[src/rtl/timer_dev_pkg.sv]
// Shared constants for the memory-mapped countdown timer: register offsets,
// CTRL bit positions, MODE codes and FSM state encodings.
package timer_dev_pkg;

  // Word offsets inside the 16-byte window (addr[3:2])
  localparam logic [1:0] OFF_CTRL   = 2'd0;
  localparam logic [1:0] OFF_PRESET = 2'd1;
  localparam logic [1:0] OFF_COUNT  = 2'd2;
  localparam logic [1:0] OFF_UNMAP  = 2'd3;

  // CTRL bit indices
  localparam int CTRL_EN      = 0;
  localparam int CTRL_MODE_LO = 1;
  localparam int CTRL_MODE_HI = 2;
  localparam int CTRL_IM      = 3;
  localparam int CTRL_W       = 4;

  // MODE codes; 10/11 fall back to one-shot behaviour
  localparam logic [1:0] MODE_ONESHOT = 2'b00;
  localparam logic [1:0] MODE_RELOAD  = 2'b01;

  typedef enum logic [1:0] {
    ST_IDLE = 2'd0,
    ST_LOAD = 2'd1,
    ST_CNT  = 2'd2,
    ST_INT  = 2'd3
  } state_t;

endpackage

[src/rtl/timer_dev_if.sv]
// CPU data-bus responder interface: the memory stage drives address, write
// strobe, byte lanes and data; the timer returns combinational read data.
interface timer_dev_if;
  logic [31:0] addr;
  logic        we;
  logic [3:0]  byteen;
  logic [31:0] wdata;
  logic [31:0] rdata;

  modport master (output addr, output we, output byteen, output wdata, input rdata);
  modport slave  (input addr, input we, input byteen, input wdata, output rdata);
endinterface

[src/rtl/timer_dev.sv]
// Countdown timer with CTRL/PRESET/COUNT registers, a four-state countdown
// FSM and a maskable level interrupt.
module timer_dev
  import timer_dev_pkg::*;
#(
  parameter logic [31:0] BASE_ADDR = 32'h0000_7F00
) (
  input  logic        clk,
  input  logic        reset,
  timer_dev_if.slave  bus,
  output logic        irq
);

  logic [CTRL_W-1:0] ctrl_q, ctrl_d, ctrl_fsm;
  logic [31:0]       preset_q, preset_d;
  logic [31:0]       count_q;
  logic              if_q;
  state_t            state_q;

  logic        hit;
  logic [1:0]  off;
  logic        wr_ctrl, wr_preset;
  logic        reload;
  logic [31:0] ctrl_merged;
  logic        unused_addr_lsb;

  // Merge enabled byte lanes of new data into the old register value
  function automatic logic [31:0] merge_lanes(input logic [31:0] old_v,
                                              input logic [31:0] new_v,
                                              input logic [3:0]  be);
    logic [31:0] r;
    for (int i = 0; i < 4; i++)
      r[8*i +: 8] = be[i] ? new_v[8*i +: 8] : old_v[8*i +: 8];
    return r;
  endfunction

  assign hit             = (bus.addr[31:4] == BASE_ADDR[31:4]);
  assign off             = bus.addr[3:2];
  assign unused_addr_lsb = ^bus.addr[1:0];
  assign wr_ctrl         = bus.we & hit & (off == OFF_CTRL);
  assign wr_preset       = bus.we & hit & (off == OFF_PRESET);
  assign reload          = (ctrl_q[CTRL_MODE_HI:CTRL_MODE_LO] == MODE_RELOAD);
  assign irq             = if_q & ctrl_q[CTRL_IM];

  // Combinational read mux; misses and the unmapped slot return zero
  always_comb begin
    bus.rdata = 32'd0;
    if (hit) begin
      case (off)
        OFF_CTRL:   bus.rdata = {{(32-CTRL_W){1'b0}}, ctrl_q};
        OFF_PRESET: bus.rdata = preset_q;
        OFF_COUNT:  bus.rdata = count_q;
        default:    bus.rdata = 32'd0;
      endcase
    end
  end

  // Next CTRL/PRESET: FSM clears EN after a one-shot, then bus lanes override it
  always_comb begin
    ctrl_fsm = ctrl_q;
    if (state_q == ST_INT && !reload)
      ctrl_fsm[CTRL_EN] = 1'b0;
    ctrl_merged = merge_lanes({{(32-CTRL_W){1'b0}}, ctrl_fsm}, bus.wdata, bus.byteen);
    ctrl_d      = wr_ctrl ? ctrl_merged[CTRL_W-1:0] : ctrl_fsm;
    preset_d    = wr_preset ? merge_lanes(preset_q, bus.wdata, bus.byteen) : preset_q;
  end

  // Register file update
  always_ff @(posedge clk) begin
    if (reset) begin
      ctrl_q   <= '0;
      preset_q <= '0;
    end else begin
      ctrl_q   <= ctrl_d;
      preset_q <= preset_d;
    end
  end

  // Countdown FSM with COUNT and interrupt flag
  always_ff @(posedge clk) begin
    if (reset) begin
      state_q <= ST_IDLE;
      count_q <= '0;
      if_q    <= 1'b0;
    end else begin
      // Any CTRL/PRESET write acknowledges a held one-shot flag
      if (wr_ctrl || wr_preset)
        if_q <= 1'b0;
      case (state_q)
        ST_IDLE: begin
          if (ctrl_q[CTRL_EN])
            state_q <= ST_LOAD;
        end
        ST_LOAD: begin
          count_q <= preset_q;
          state_q <= ST_CNT;
        end
        ST_CNT: begin
          if (!ctrl_q[CTRL_EN]) begin
            state_q <= ST_IDLE;
          end else if (count_q > 32'd1) begin
            count_q <= count_q - 32'd1;
          end else begin
            count_q <= '0;
            state_q <= ST_INT;
            if_q    <= 1'b1;
          end
        end
        ST_INT: begin
          // Auto-reload flag is a single-cycle pulse
          if (reload)
            if_q <= 1'b0;
          state_q <= ST_IDLE;
        end
        default: state_q <= ST_IDLE;
      endcase
    end
  end

endmodule
[src/flat_wrapper.sv]
// flat-port wrapper written by rule: the top's interface ports become plain ports
module timer_dev_flat import timer_dev_pkg::*;
#(
  parameter logic [31:0] BASE_ADDR = 32'h0000_7F00
)
  (clk, reset, irq, bus_addr, bus_we, bus_byteen, bus_wdata, bus_rdata);
  timer_dev_if bus_i ();
  input  logic clk;
  input  logic reset;
  output logic irq;
  input wire logic [$bits(bus_i.addr)-1:0] bus_addr;
  input wire logic [$bits(bus_i.we)-1:0] bus_we;
  input wire logic [$bits(bus_i.byteen)-1:0] bus_byteen;
  input wire logic [$bits(bus_i.wdata)-1:0] bus_wdata;
  output wire logic [$bits(bus_i.rdata)-1:0] bus_rdata;
  assign bus_i.addr = bus_addr;
  assign bus_i.we = bus_we;
  assign bus_i.byteen = bus_byteen;
  assign bus_i.wdata = bus_wdata;
  assign bus_rdata = bus_i.rdata;
  timer_dev #(.BASE_ADDR(BASE_ADDR)) u_core (.clk(clk), .reset(reset), .bus(bus_i), .irq(irq));
endmodule
[config.mk]
export PLATFORM = sky130hd
export DESIGN_NAME = timer_dev_flat
export DESIGN_NICKNAME = d
export VERILOG_FILES = /design/src/rtl/timer_dev_pkg.sv /design/src/rtl/timer_dev_if.sv /design/src/rtl/timer_dev.sv /design/src/flat_wrapper.sv
export SDC_FILE = /design/constraint.sdc
export NUM_CORES = 1
export LEC_CHECK = 0
export ABC_CLOCK_PERIOD_IN_PS = 7700
export BUFFER_PORTS_ARGS = -buffer_cell sky130_fd_sc_hd__buf_2
export CAP_MARGIN = 20
export CELL_PAD_IN_SITES_DETAIL_PLACEMENT = 2
export CELL_PAD_IN_SITES_GLOBAL_PLACEMENT = 2
export CORE_UTILIZATION = 33
export DETAILED_ROUTE_END_ITERATION = 10
export GPL_TIMING_DRIVEN = 0
export HOLD_SLACK_MARGIN = 0.1
export PLACE_DENSITY_LB_ADDON = 0.1
export SYNTH_ARGS = -nofsm -noshare
export SYNTH_HDL_FRONTEND = slang
export SYNTH_SLANG_ARGS = --single-unit
[constraint.sdc]
create_clock -name clk -period 7.7 [get_ports clk]
set_input_delay 1.54 -clock clk [delete_from_list [all_inputs] [get_ports clk]]
set_output_delay 1.54 -clock clk [all_outputs]
set_load 0.03 [all_outputs]
==> results.py, run 1 <==
metrics = {
    "outcome": {
        "status": "finished, final reports clean",
    },
    "synthesis": {
        "synth_top_area_share": 0.3421,
        "ys.flop_type": "dfxtp_1",
        "syn_nets": 608,
        "syn_avg_cell_area_um2": 7.767,
        "synth_area_leaders": "dfxtp_1, mux2i_1, nor2_1",
        "seq_area_frac_synth": 0.3421,
        "ys.warnings.count": 0,
        "synth_edf_count": 0,
        "yosysMostFrequentCell": "nor2_1",
        "netlist_instances": 535,
        "synth_common_cells": "nor2_1, dfxtp_1, mux2i_1",
        "ys_async_sr_fraction": 0,
        "ys_types": 54,
        "ys_ff_latch": 71,
        "synth_top_area_cell": "dfxtp_1",
        "syn-cell-area_um2": 4155,
    },
    "worst_setup_path": {
        "regToRegSetupSlack_ps": 4110,
        "cp-start-kind": "input pin",
        "crit_type": "input pin to primary output",
        "crit_arrival_ps": 3800,
        "path_max_fanout": 10,
        "critPathCaptureType": "primary output",
        "worstPathRequired_ps": 6160,
    },
    "clock_network": {
        "post_cts_resized": 0,
        "postCtsSetupRepairBufs": 0,
        "htreeDepth": 3,
        "cts_tree": "done",
        "holdBufCountCts": 0,
        "cts_buffers": 9,
        "clock-root-buffer": "clkbuf_16",
        "clock_tree.buffer_depth": 2,
        "clk_latency_ps": 350,
        "clock_sinks": 71,
        "clkTransAtPathRegs_ps": 60,
    },
    "global_route": {
        "grt_pass1_wl_mm": 27.68,
        "grt_max_degree": 11,
        "grt_pass1_vias": 5049,
        "antenna_found_initial": 0,
        "grt_overflow": 0,
        "grtUsageTotal": 0.2805,
    },
    "cells_and_area": {
        "n_fill_cell": 1443,
        "drive_gt1_frac": 0.1895,
        "syn_to_final_growth_pct": 23.22,
        "final_nets": 718,
        "fin_util": 0.4210,
        "antenna_cells": 0,
    },
    "route": {
        "vias_per_cell": 5.783,
        "vias": 4725,
        "ant_nets": 0,
        "first_pass_iters": 4,
        "wire_per_inst_um": 21.65,
        "drc": 0,
        "drt-total-wl_mm": 17.69,
        "drt_iter0_drc": 167,
    },
    "place": {
        "dp_hpwl_mm": 12.92,
        "globalplace.congestion": 0.8400,
        "io_buffers": 99,
    },
    "die": {
        "die_w_um": 114.2,
        "die_h_um": 114.2,
        "initial_core_util": 0.3417,
        "rows": 40,
        "core_area_um2": 12160,
        "dieArea_um2": 13040,
        "io_pins": 104,
    },
    "job": {
        "max-cap-violations": 0,
    },
    "sta": {
        "rsz0062_at_grt": "false",
        "final.period_utilization": 0.6932,
        "fmax_ghz": 0.1874,
        "fin_crit_ps": 5337,
        "slew_violations": 0,
        "tns_ps": 0,
        "max_slew.worst_pin.slew_ps": 1099,
        "slew_headroom": 0.2630,
        "hold_violations": 0,
        "setup_viol": 0,
        "hold_ws_ps": 506.5,
        "finalClockSkew_ps": 5.795,
    },
    "power_and_ir_drop": {
        "power.density_nw_per_um2": 155.5,
        "vdd_drop_max_v": 0.00009741,
        "leakagePower_uw": 0.001921,
    },
    "worst_hold_path": {
        "hp-class": "register to register",
    },
}
## final timing paths
path                       start            endpoint  cells after the start
min reg2reg  u_core.preset_q[21]  u_core.count_q[21]                      2
max                  bus_addr[2]       bus_rdata[20]                      7
min          u_core.preset_q[21]  u_core.count_q[21]                      2
max reg2reg   u_core.count_q[24]  u_core.count_q[28]                      6
## sequential cells by signal, summed over array words and instances, names as in the netlist
signal and count:
u_core.ctrl_q 4, u_core.state_q 2, u_core.if_q 1, u_core.preset_q 32
u_core.count_q 32
## metal layers
metal / share of wire / wire [um] / global-route usage / up-vias
met3: 0.048 / 849 / 0.03864 / 15
met1: 0.44 / 7811 / 0.3485 / 2376
met2: 0.49 / 8752 / 0.4901 / 129
li1: - / - / - / 2205
met5: 0 / 0 / 0 / -
met4: 0.016 / 277 / 0.1082 / 0
## critical path, stage by stage
cell and delay (ps):
clkbuf_1 340, nor2b_1 370, clkbuf_1 550, clkbuf_1 480, a22oi_1 150, nor2_1 150
buf_2 220
## cells in the final DEF (no fill, tap or decap), types with 3 or more instances in the layout
master | Yosys | layout
nand4_1 | 6 | 6
or2_2 | 5 | 5
clkbuf_16 | 0 | 9
nor3_2 | 4 | 4
nor4b_1 | 4 | 4
inv_1 | 9 | 9
a221oi_1 | 4 | 4
o211ai_1 | 6 | 6
or4_1 | 5 | 5
nor2b_1 | 5 | 5
nand2_1 | 20 | 20
o31a_1 | 5 | 5
buf_2 | 1 | 100
a211oi_1 | 8 | 8
a31oi_1 | 6 | 6
and3_1 | 3 | 3
nor3_1 | 14 | 14
a22oi_1 | 30 | 30
or3_1 | 11 | 11
o21ai_0 | 31 | 31
nand3_1 | 15 | 15
o21a_1 | 3 | 3
nor4_1 | 18 | 18
clkbuf_1 | 41 | 45
mux2i_1 | 46 | 46
nor2_1 | 98 | 98
dfxtp_1 | 71 | 71
a21oi_1 | 29 | 29
## report_power, final
group          leakage, uW  total (uW)  switching [uW]  internal [uW]
Combinational      0.00122        41.8            25.5           16.3
Sequential        0.000571         367    0.0000000946            367
Clock             0.000127         387             162            225
Total              0.00192         796             187            609
## cells by family after synthesis
kind of cell             after synthesis  synth area share
adder cells (fa/ha/maj)                2          0.006021
AO/OA/AOI/OAI                        142            0.2264
AND/OR/NAND/NOR                      217            0.2590
flip-flops                            71            0.3421
multiplexers                          46            0.1108
buffers and inverters                 54           0.04938
XOR/XNOR                               3          0.006325
## stage by stage
| stage | std cells | total power (uW) | instance area, um^2 | setup slack (ps) |
|---|---|---|---|---|
| after CTS | 817 | 800.9 | 5120 | 2372 |
| final | 817 | 796.1 | 5120 | 2363 |
| after global placement | 802 | 415.7 | 4861 | 2438 |
| after global routing | 817 | 820.9 | 5120 | 2229 |
| after floorplan | 535 | 389.7 | 4155 | 2927 |
| after detailed placement | 802 | 417.4 | 4861 | 2372 |
## layout make-up
class                           instances  area [um^2]  share of cell area
Multi-Input combinational cell        410         2529              0.4939
Sequential cell                        71         1421              0.2776
Timing Repair Buffer                   99        495.5             0.09677
Clock buffer                           14        254.0             0.04961
Tap cell                              168        210.2             0.04106
Buffer                                 44        167.7             0.03275
Inverter                               10        37.54            0.007331
Clock inverter                          1        5.005           0.0009775
Power figures use the tool's default switching activity.
==> run 2, diff against run 1 <==
ABC_CLOCK_PERIOD_IN_PS = 5520   (was 7700)
CORE_UTILIZATION = 30   (was 33)
clock period = 5.52 ns   (was 7.7 ns; I/O delays follow)
==> results.py, run 2 (synthesized netlist as in run 1, its figures left out) <==
metrics = {
    "sta": {
        "finalClockSkew_ps": 9.599,
        "setup_viol": 0,
        "fin_crit_ps": 4425,
        "hold_violations": 0,
        "max_slew.worst_pin.slew_ps": 1112,
        "final.period_utilization": 0.8017,
        "rsz0062_at_grt": "false",
        "fmax_ghz": 0.2260,
        "slew_headroom": 0.2546,
        "slew_violations": 0,
        "tns_ps": 0,
    },
    "route": {
        "vias_per_cell": 5.691,
        "first_pass_iters": 5,
        "drt_iter0_drc": 262,
        "drc": 0,
        "ant_nets": 0,
        "wire_per_inst_um": 21.47,
        "drt-total-wl_mm": 17.69,
        "vias": 4689,
    },
    "clock_network": {
        "htreeDepth": 3,
        "clock_tree.buffer_depth": 2,
        "postCtsSetupRepairBufs": 0,
        "holdBufCountCts": 0,
        "clock_sinks": 71,
        "post_cts_resized": 0,
        "clkTransAtPathRegs_ps": 50,
        "cts_tree": "done",
        "clk_latency_ps": 350,
        "clock-root-buffer": "clkbuf_16",
        "cts_buffers": 9,
    },
    "worst_setup_path": {
        "worstReg2RegEnd": "u_core.count_q[28]",
        "path_max_fanout": 10,
        "crit_start": "bus_addr[2]",
        "crit_arrival_ps": 3320,
        "worstPathRequired_ps": 4420,
        "r2r_cells": 6,
        "critPathCaptureType": "primary output",
        "regToRegSetupSlack_ps": 1910,
        "crit_type": "input pin to primary output",
        "cp-start-kind": "input pin",
        "r2r_start": "u_core.count_q[24]",
        "critPathCapture": "bus_rdata[30]",
    },
    "job": {
        "max-cap-violations": 0,
    },
    "worst_hold_path": {
        "hp-class": "register to register",
        "min_from": "u_core.preset_q[21]",
    },
    "die": {
        "die_h_um": 119.7,
        "core_area_um2": 13400,
        "rows": 42,
        "initial_core_util": 0.3101,
        "io_pins": 104,
        "die_w_um": 119.7,
        "dieArea_um2": 14330,
    },
    "global_route": {
        "antenna_found_initial": 0,
        "grt_overflow": 0,
        "grt_pass1_wl_mm": 27.75,
        "grt_max_degree": 11,
        "grt_pass1_vias": 5035,
        "grtUsageTotal": 0.2542,
    },
    "cells_and_area": {
        "fin_util": 0.3819,
        "layout_commonest_cell": "buf_2",
        "drive_gt1_frac": 0.1898,
        "syn_to_final_growth_pct": 23.16,
        "mostFrequentLayoutCells": "buf_2, nor2_1, dfxtp_1",
        "antenna_cells": 0,
        "final_nets": 718,
        "reg_top3": "u_core.count_q (32), u_core.preset_q (32), u_core.ctrl_q (4)",
    },
    "power_and_ir_drop": {
        "p_total_uw": 1093,
        "power.density_nw_per_um2": 213.7,
        "vdd_drop_max_v": 0.0001018,
        "leakagePower_uw": 0.001916,
    },
    "place": {
        "io_buffers": 99,
        "globalplace.congestion": 0.8310,
        "dp_hpwl_mm": 12.99,
    },
    "outcome": {
        "status": "finished, final reports clean",
    },
}
run 2: cell type report:
cell class | count | area, um^2
Buffer | 44 | 167.7
Clock buffer | 12 | 236.5
Clock inverter | 2 | 10.01
Fill cell | 1622 | 8283
Inverter | 10 | 37.54
Multi-Input combinational cell | 410 | 2529
Sequential cell | 71 | 1421
Tap cell | 176 | 220.2
Timing Repair Buffer | 99 | 495.5
run 2: worst min-delay path by stage:
stage                               to  cells after the start
CTS                 u_core.count_q[21]                      2
detailed placement  u_core.count_q[21]                      2
global route        u_core.count_q[21]                      2
global placement    u_core.count_q[21]                      2
finish              u_core.count_q[21]                      2
floorplan           u_core.count_q[21]                      2
run 2: per-layer routing:
| metal | vias up | routed length, um | GRT usage |
|---|---|---|---|
| li1 | 2211 | - | - |
| met1 | 2338 | 7970 | 0.3206 |
| met2 | 119 | 8651 | 0.4429 |
| met3 | 21 | 804 | 0.04135 |
| met4 | 0 | 265 | 0.07422 |
| met5 | - | 0 | 0 |
run 2: metrics by stage:
stage | hold WS, ps | setup slack [ps] | instances | instance area, um^2
floorplan | 467.4 | 1619 | 535 | 4155
CTS | 518.1 | 1066 | 824 | 5117
detailed placement | 505.8 | 1089 | 810 | 4871
global route | 537.2 | 873.2 | 824 | 5117
finish | 513.4 | 1095 | 824 | 5117
global placement | 501.2 | 1195 | 810 | 4871
run 2: power breakdown:
part,internal (uW),switching [uW]
Clock,298,225
Combinational,22.8,35.4
Sequential,512,0.000000132
Total,833,260
run 2: worst max-delay path, cell delays in order:
cell and delay, ps:
clkbuf_1 330, nor2b_1 380, clkbuf_1 550, clkbuf_1 470
a22oi_1 130, nor2_1 140, buf_2 210
